## src/rtl/fir_pkg.sv

```systemverilog
// Shared FIR datapath constants and sample types.
// No logic; used by the FIR core and its downstream requantiser.
// No flow control.
package fir_pkg;

  localparam int SAMPLE_W       = 16;
  localparam int FIR_OUT_W      = 34;
  localparam int FIR_GAIN_SHIFT = 17;
  localparam int SAT_CNT_W      = 16;

  typedef logic signed [SAMPLE_W-1:0]  sample_t;
  typedef logic signed [FIR_OUT_W-1:0] fir_acc_t;

endpackage

```

## src/rtl/fir_round_sat.sv

```systemverilog
// Round-half-up arithmetic right shift followed by a clamp to OUT_W signed.
// Latency: purely combinational.
// Backpressure: none; the caller owns all registers and handshakes.
module fir_round_sat
  import fir_pkg::*;
#(
  parameter int IN_W  = FIR_OUT_W,
  parameter int OUT_W = SAMPLE_W,
  parameter int SHIFT = FIR_GAIN_SHIFT
) (
  input  logic [IN_W-1:0]  din,
  output logic [OUT_W-1:0] dout,
  output logic             sat
);

  // One extra bit of headroom so adding the rounding constant never wraps.
  localparam logic [IN_W:0] ONE  = {{IN_W{1'b0}}, 1'b1};
  // Half an output LSB; shifting up then down yields zero when SHIFT is 0.
  localparam logic [IN_W:0] HALF = (ONE << SHIFT) >> 1;
  localparam int            HI_W = IN_W - OUT_W + 2;

  logic [IN_W:0] rnd_dat;
  logic [IN_W:0] shf_dat;
  logic [HI_W-1:0] hi_bits;

  // Round, shift, then clamp when the bits above the output sign are not a pure sign extension.
  always_comb begin
    rnd_dat = {din[IN_W-1], din} + HALF;
    shf_dat = $signed(rnd_dat) >>> SHIFT;
    hi_bits = shf_dat[IN_W:OUT_W-1];
    dout    = shf_dat[OUT_W-1:0];
    sat     = 1'b0;
    if ((hi_bits != '0) && (hi_bits != '1)) begin
      sat = 1'b1;
      if (shf_dat[IN_W]) begin
        dout = {1'b1, {(OUT_W-1){1'b0}}};
      end else begin
        dout = {1'b0, {(OUT_W-1){1'b1}}};
      end
    end
  end

endmodule

```

## src/rtl/fir_requant.sv

```systemverilog
// Requantises the full-precision FIR output to a 16-bit sample and counts clamps.
// Latency: sample accepted in cycle c is presented on the output in cycle c+2.
// Backpressure: two-entry skid-free pipeline; input ready drops only when both stages hold data and the output stalls.
module fir_requant
  import fir_pkg::*;
#(
  parameter int IN_W  = FIR_OUT_W,
  parameter int OUT_W = SAMPLE_W,
  parameter int SHIFT = FIR_GAIN_SHIFT
) (
  input  logic                 aclk,
  input  logic                 areset,
  input  logic                 s_axis_data_tvalid,
  output logic                 s_axis_data_tready,
  input  logic [IN_W-1:0]      s_axis_data_tdata,
  output logic                 m_axis_data_tvalid,
  input  logic                 m_axis_data_tready,
  output logic [OUT_W-1:0]     m_axis_data_tdata,
  input  logic                 sat_clear,
  output logic [SAT_CNT_W-1:0] sat_count
);

  logic            s1_vld;
  logic [IN_W-1:0] s1_dat;
  logic            adv1;
  logic            adv2;
  logic [OUT_W-1:0] rs_dat;
  logic            rs_sat;
  logic            sat_evt;

  // The output register moves when empty or draining; stage 1 moves when empty or handing off.
  assign adv2               = !m_axis_data_tvalid || m_axis_data_tready;
  assign adv1               = !s1_vld || adv2;
  assign s_axis_data_tready = adv1 && !areset;
  assign sat_evt            = adv2 && s1_vld && rs_sat;

  fir_round_sat #(
    .IN_W  (IN_W),
    .OUT_W (OUT_W),
    .SHIFT (SHIFT)
  ) u_round_sat (
    .din  (s1_dat),
    .dout (rs_dat),
    .sat  (rs_sat)
  );

  // Stage 1 captures the raw accumulator value on every accepted transfer.
  always_ff @(posedge aclk) begin
    if (areset) begin
      s1_vld <= 1'b0;
      s1_dat <= '0;
    end else if (adv1) begin
      s1_vld <= s_axis_data_tvalid;
      if (s_axis_data_tvalid) begin
        s1_dat <= s_axis_data_tdata;
      end
    end
  end

  // Output register holds the requantised sample steady while the consumer stalls.
  always_ff @(posedge aclk) begin
    if (areset) begin
      m_axis_data_tvalid <= 1'b0;
      m_axis_data_tdata  <= '0;
    end else if (adv2) begin
      m_axis_data_tvalid <= s1_vld;
      if (s1_vld) begin
        m_axis_data_tdata <= rs_dat;
      end
    end
  end

  // Saturation counter: clear wins but still records a clamp landing on the same edge; sticks at all-ones.
  always_ff @(posedge aclk) begin
    if (areset) begin
      sat_count <= '0;
    end else if (sat_clear) begin
      sat_count <= sat_evt ? {{(SAT_CNT_W-1){1'b0}}, 1'b1} : '0;
    end else if (sat_evt && (sat_count != '1)) begin
      sat_count <= sat_count + 1'b1;
    end
  end

endmodule

```

## config.mk

```make
export PLATFORM = sky130hd
export DESIGN_NAME = fir_requant
export DESIGN_NICKNAME = d
export VERILOG_FILES = /design/src/rtl/fir_pkg.sv /design/src/rtl/fir_round_sat.sv /design/src/rtl/fir_requant.sv
export SDC_FILE = /design/constraint.sdc
export NUM_CORES = 1
export LEC_CHECK = 0
export CORE_MARGIN = 2
export CORE_UTILIZATION = 40
export CTS_CLUSTER_SIZE = 25
export DETAILED_ROUTE_END_ITERATION = 16
export PLACE_DENSITY = 0.7
export SLEW_MARGIN = 30
export SYNTH_ARGS = -nofsm -noshare
export SYNTH_HDL_FRONTEND = slang
export SYNTH_SLANG_ARGS = --single-unit
```

## constraint.sdc

```tcl
create_clock -name aclk -period 2.1 [get_ports aclk]
set_input_delay 0.315 -clock aclk [delete_from_list [all_inputs] [get_ports aclk]]
set_output_delay 0.315 -clock aclk [all_outputs]
set_load 0.1 [all_outputs]
```

==> impl_metrics.ini <==
[power_and_ir_drop]
p_sw_uw = 674.1
seqPwrFrac_pct = 49.9
p_int_uw = 1455
p_per_area_nw_per_um2 = 600.9
finalPower_uw = 2129
p_sw_share_pct = 31.66
pwr-share-clk_pct = 27.5
combPwrFrac_pct = 22.6
leakagePower_uw = 0.001347
ir_drop_mv = 0.2722

[global_route]
grt_usage_pct = 18.39
grt_pass1_wl_um = 10870
grt_max_degree = 21
grt_antenna_before_repair = 0
grt_pass1_vias = 2346
gr-total-overflow = 0

[sta]
drv_slew = 0
fin_ws_ps = -14.50
final.setup.tns_ps = -14.50
max_slew.worst_pin.slew_ps = 583.5
finalHoldViolations = 0
relSlewSlack_pct = 61.10
rsz0062_at_grt = true
setup_viol = 1
min_period_ps = 2114
clock_skew_ps = 5.533
period_share_pct = 100.7
fmax_mhz = 472.9

[worst_setup_path]
setup.worst_path.end_class = register
crit_start = s1_dat[16]
criticalPathCategory = reg2reg
reg2reg_from = s1_dat[16]
r2r_end = sat_count[10]
crit_fanout = 7
cp.arrival_ps = 2350
reg2reg_slack_ps = -10
crit_end = sat_count[10]
rr_worst_depth = 7
cp.required_ps = 2340
start_kind = register

[floorplanning]
die_w_um = 84.20
start_util_pct = 40.98
row_count = 29
fp.dieArea_um2 = 7089
ios = 73
die_y_um = 84.20
core_area_um2 = 6277

[run_status]
violations = setup timing
outcome = finished, violations left

[place]
pre_cts_slack_ps = -64.10
portBuffers = 56
place.gp.congestion = 0.8719
dp_hpwl_um = 4559
dp_cells = 468

[logic_synthesis]
ys_seq_area_share_pct = 40.47
synthMuxAreaShare_pct = 0
synth_seq_cells = 52
synth_cells = 326
yosys.area_share.simple_pct = 30.69
synth_ff_type = dfxtp_1
synth-edff-count = 0
yosys_warnings = 0
syn_nets = 367
synth_area_um2 = 2572
synth-xor-area-share_pct = 5.107
synth.lib_cells_used.distinct = 40
synth_top_family_by_area = simple AND/OR/NAND/NOR gates
synthArstFlopShare_pct = 0
synth_compound_gate_area_share_pct = 18.63
synthAdderAreaFrac_pct = 0.9728
syn_avg_cell_area_um2 = 7.891

[clock_tree]
clk_pin_slew_ps = 90
hold_buffers = 0
clock_latency_ps = 300
clockBufferDepth = 2
cts_buffers = 5
cts-root-buf = clkbuf_8
cts_sinks = 52
cts_tree = yes
htree_levels = 2

[drt]
routed_via_density = 5.334
dr.pass1.iters = 5
wl_um = 6298
postRouteAntennaNets = 0
drc = 0
vias = 2571
wl_per_cell_um = 13.07
drt_iter0_markers = 89

[layout]
drive_gt1_share_pct = 27.90
fillers = 620
diodes = 0
layout.nets = 445
seqCellArea_um2 = 1065
final_common_cell = nand2_1
synthToLayoutAreaGrowth_pct = 37.74
layoutNonFillerInstCount = 482
multi_input_area_um2 = 1519
final_cell_mix = 69 x nand2_1, 65 x buf_4, 37 x dfxtp_1

[job]
drv_cap = 0

[hold_path]
holdCritPathClass = reg2reg
==> power groups by stage <==
stage | clock (uW) | combinational (uW) | sequential [uW]
3_3_place_gp | 0 | 465 | 1080
6_report | 585 | 482 | 1060
4_1_cts | 607 | 479 | 1060
3_5_place_dp | 0 | 469 | 1090
5_1_grt | 644 | 515 | 1070
2_1_floorplan | 0 | 158 | 1240
==> how the worst min path moves through the flow <==
stage / start / end / depth (start not counted)
after floorplan: s_axis_data_tvalid / s1_vld / 2
after global placement: s1_dat[16] / s1_dat[16] / 2
after detailed placement: s1_dat[16] / s1_dat[16] / 2
after CTS: s1_dat[16] / s1_dat[16] / 2
after global routing: s1_dat[16] / s1_dat[16] / 2
final: s1_dat[16] / s1_dat[16] / 2
==> synthesized netlist by cell type, types with 2 or more instances <==
cell type | number | area share [%]
buf_1 | 3 | 0.44
xor2_1 | 5 | 1.7
o311ai_0 | 2 | 0.68
nor2b_1 | 2 | 0.49
xnor2_1 | 10 | 3.4
a211oi_1 | 18 | 5.3
and3_1 | 7 | 1.7
clkbuf_1 | 12 | 1.8
and2_1 | 3 | 0.73
a31oi_1 | 2 | 0.49
inv_1 | 3 | 0.44
nor2_1 | 25 | 3.6
dfxtp_1 | 52 | 40
and4_1 | 4 | 1.4
nand2_1 | 69 | 10
or4_1 | 10 | 2.9
nand3b_1 | 2 | 0.58
nor3_1 | 3 | 0.58
clkbuf_2 | 2 | 0.39
or3_1 | 5 | 1.2
ha_1 | 2 | 0.97
nand4_1 | 9 | 2.2
o21ai_0 | 4 | 0.78
and4_4 | 2 | 0.88
o31ai_1 | 10 | 2.9
o41ai_1 | 2 | 0.68
nand2b_1 | 2 | 0.49
nand3_1 | 12 | 2.3
buf_2 | 2 | 0.39
a21oi_1 | 32 | 6.2
==> cell families (layout without fill, tap and decap cells) <==
kind of cell | count (synthesis) | after routing
AOI/OAI and AO/OA | 75 | 75
and+or+nand+nor | 158 | 160
adders and majority gates | 2 | 2
DFF | 52 | 52
buffers and inverters | 24 | 101
xor gates and xnor gates | 15 | 15
==> routing by layer <==
metal | track usage (%) | vias to the layer above | part of all wire (%)
met4 | 5.279 | 0 | 0.94
li1 | - | 1334 | -
met2 | 31.31 | 71 | 48
met5 | 0 | - | 0
met3 | 2.753 | 5 | 5.0
met1 | 24.24 | 1161 | 46
==> metrics by stage <==
step	hold slack (ps)	area [um2]	utilization [%]
after floorplan	432.4	2619	-
after detailed placement	459.0	3343	53.26
after global placement	458.6	3343	53.26
final	477.7	3543	56.45
after global routing	508.2	3543	56.45
after CTS	472.7	3470	55.27
==> critical path: stages (launching register included) <==
cell	delay, ps
dfxtp_2	360
ha_2	170
and3_4	200
nand3_4	80
or3_4	410
and3_4	220
or4_4	480
a21oi_2	130
==> layout make-up <==
| type | instances | area share (%) |
|---|---|---|
| Multi-Input combinational cell | 252 | 42.87 |
| Timing Repair Buffer | 90 | 21.43 |
| Clock inverter | 2 | 0.2825 |
| Sequential cell | 52 | 30.05 |
| Clock buffer | 6 | 2.331 |
| Inverter | 3 | 0.3178 |
| Tap cell | 77 | 2.719 |
==> state kept, by name, summed over array words and instances (netlist names) <==
| signal | count |
|---|---|
| s1_dat | 18 |
| m_axis_data_tvalid | 1 |
| sat_count | 16 |
| s1_vld | 1 |
| m_axis_data_tdata | 16 |
==> timing repair <==
| action | CTS | global route |
|---|---|---|
| buffers inserted | 0 | 4 |
| cloned | 2 | 0 |
| resized for setup | 5 | 12 |
| pin swaps | 1 | 3 |
| hold endpoints to repair | 0 | 0 |
| endpoints found under the setup margin | 6 | 15 |
(Power assumes the default switching activity.)
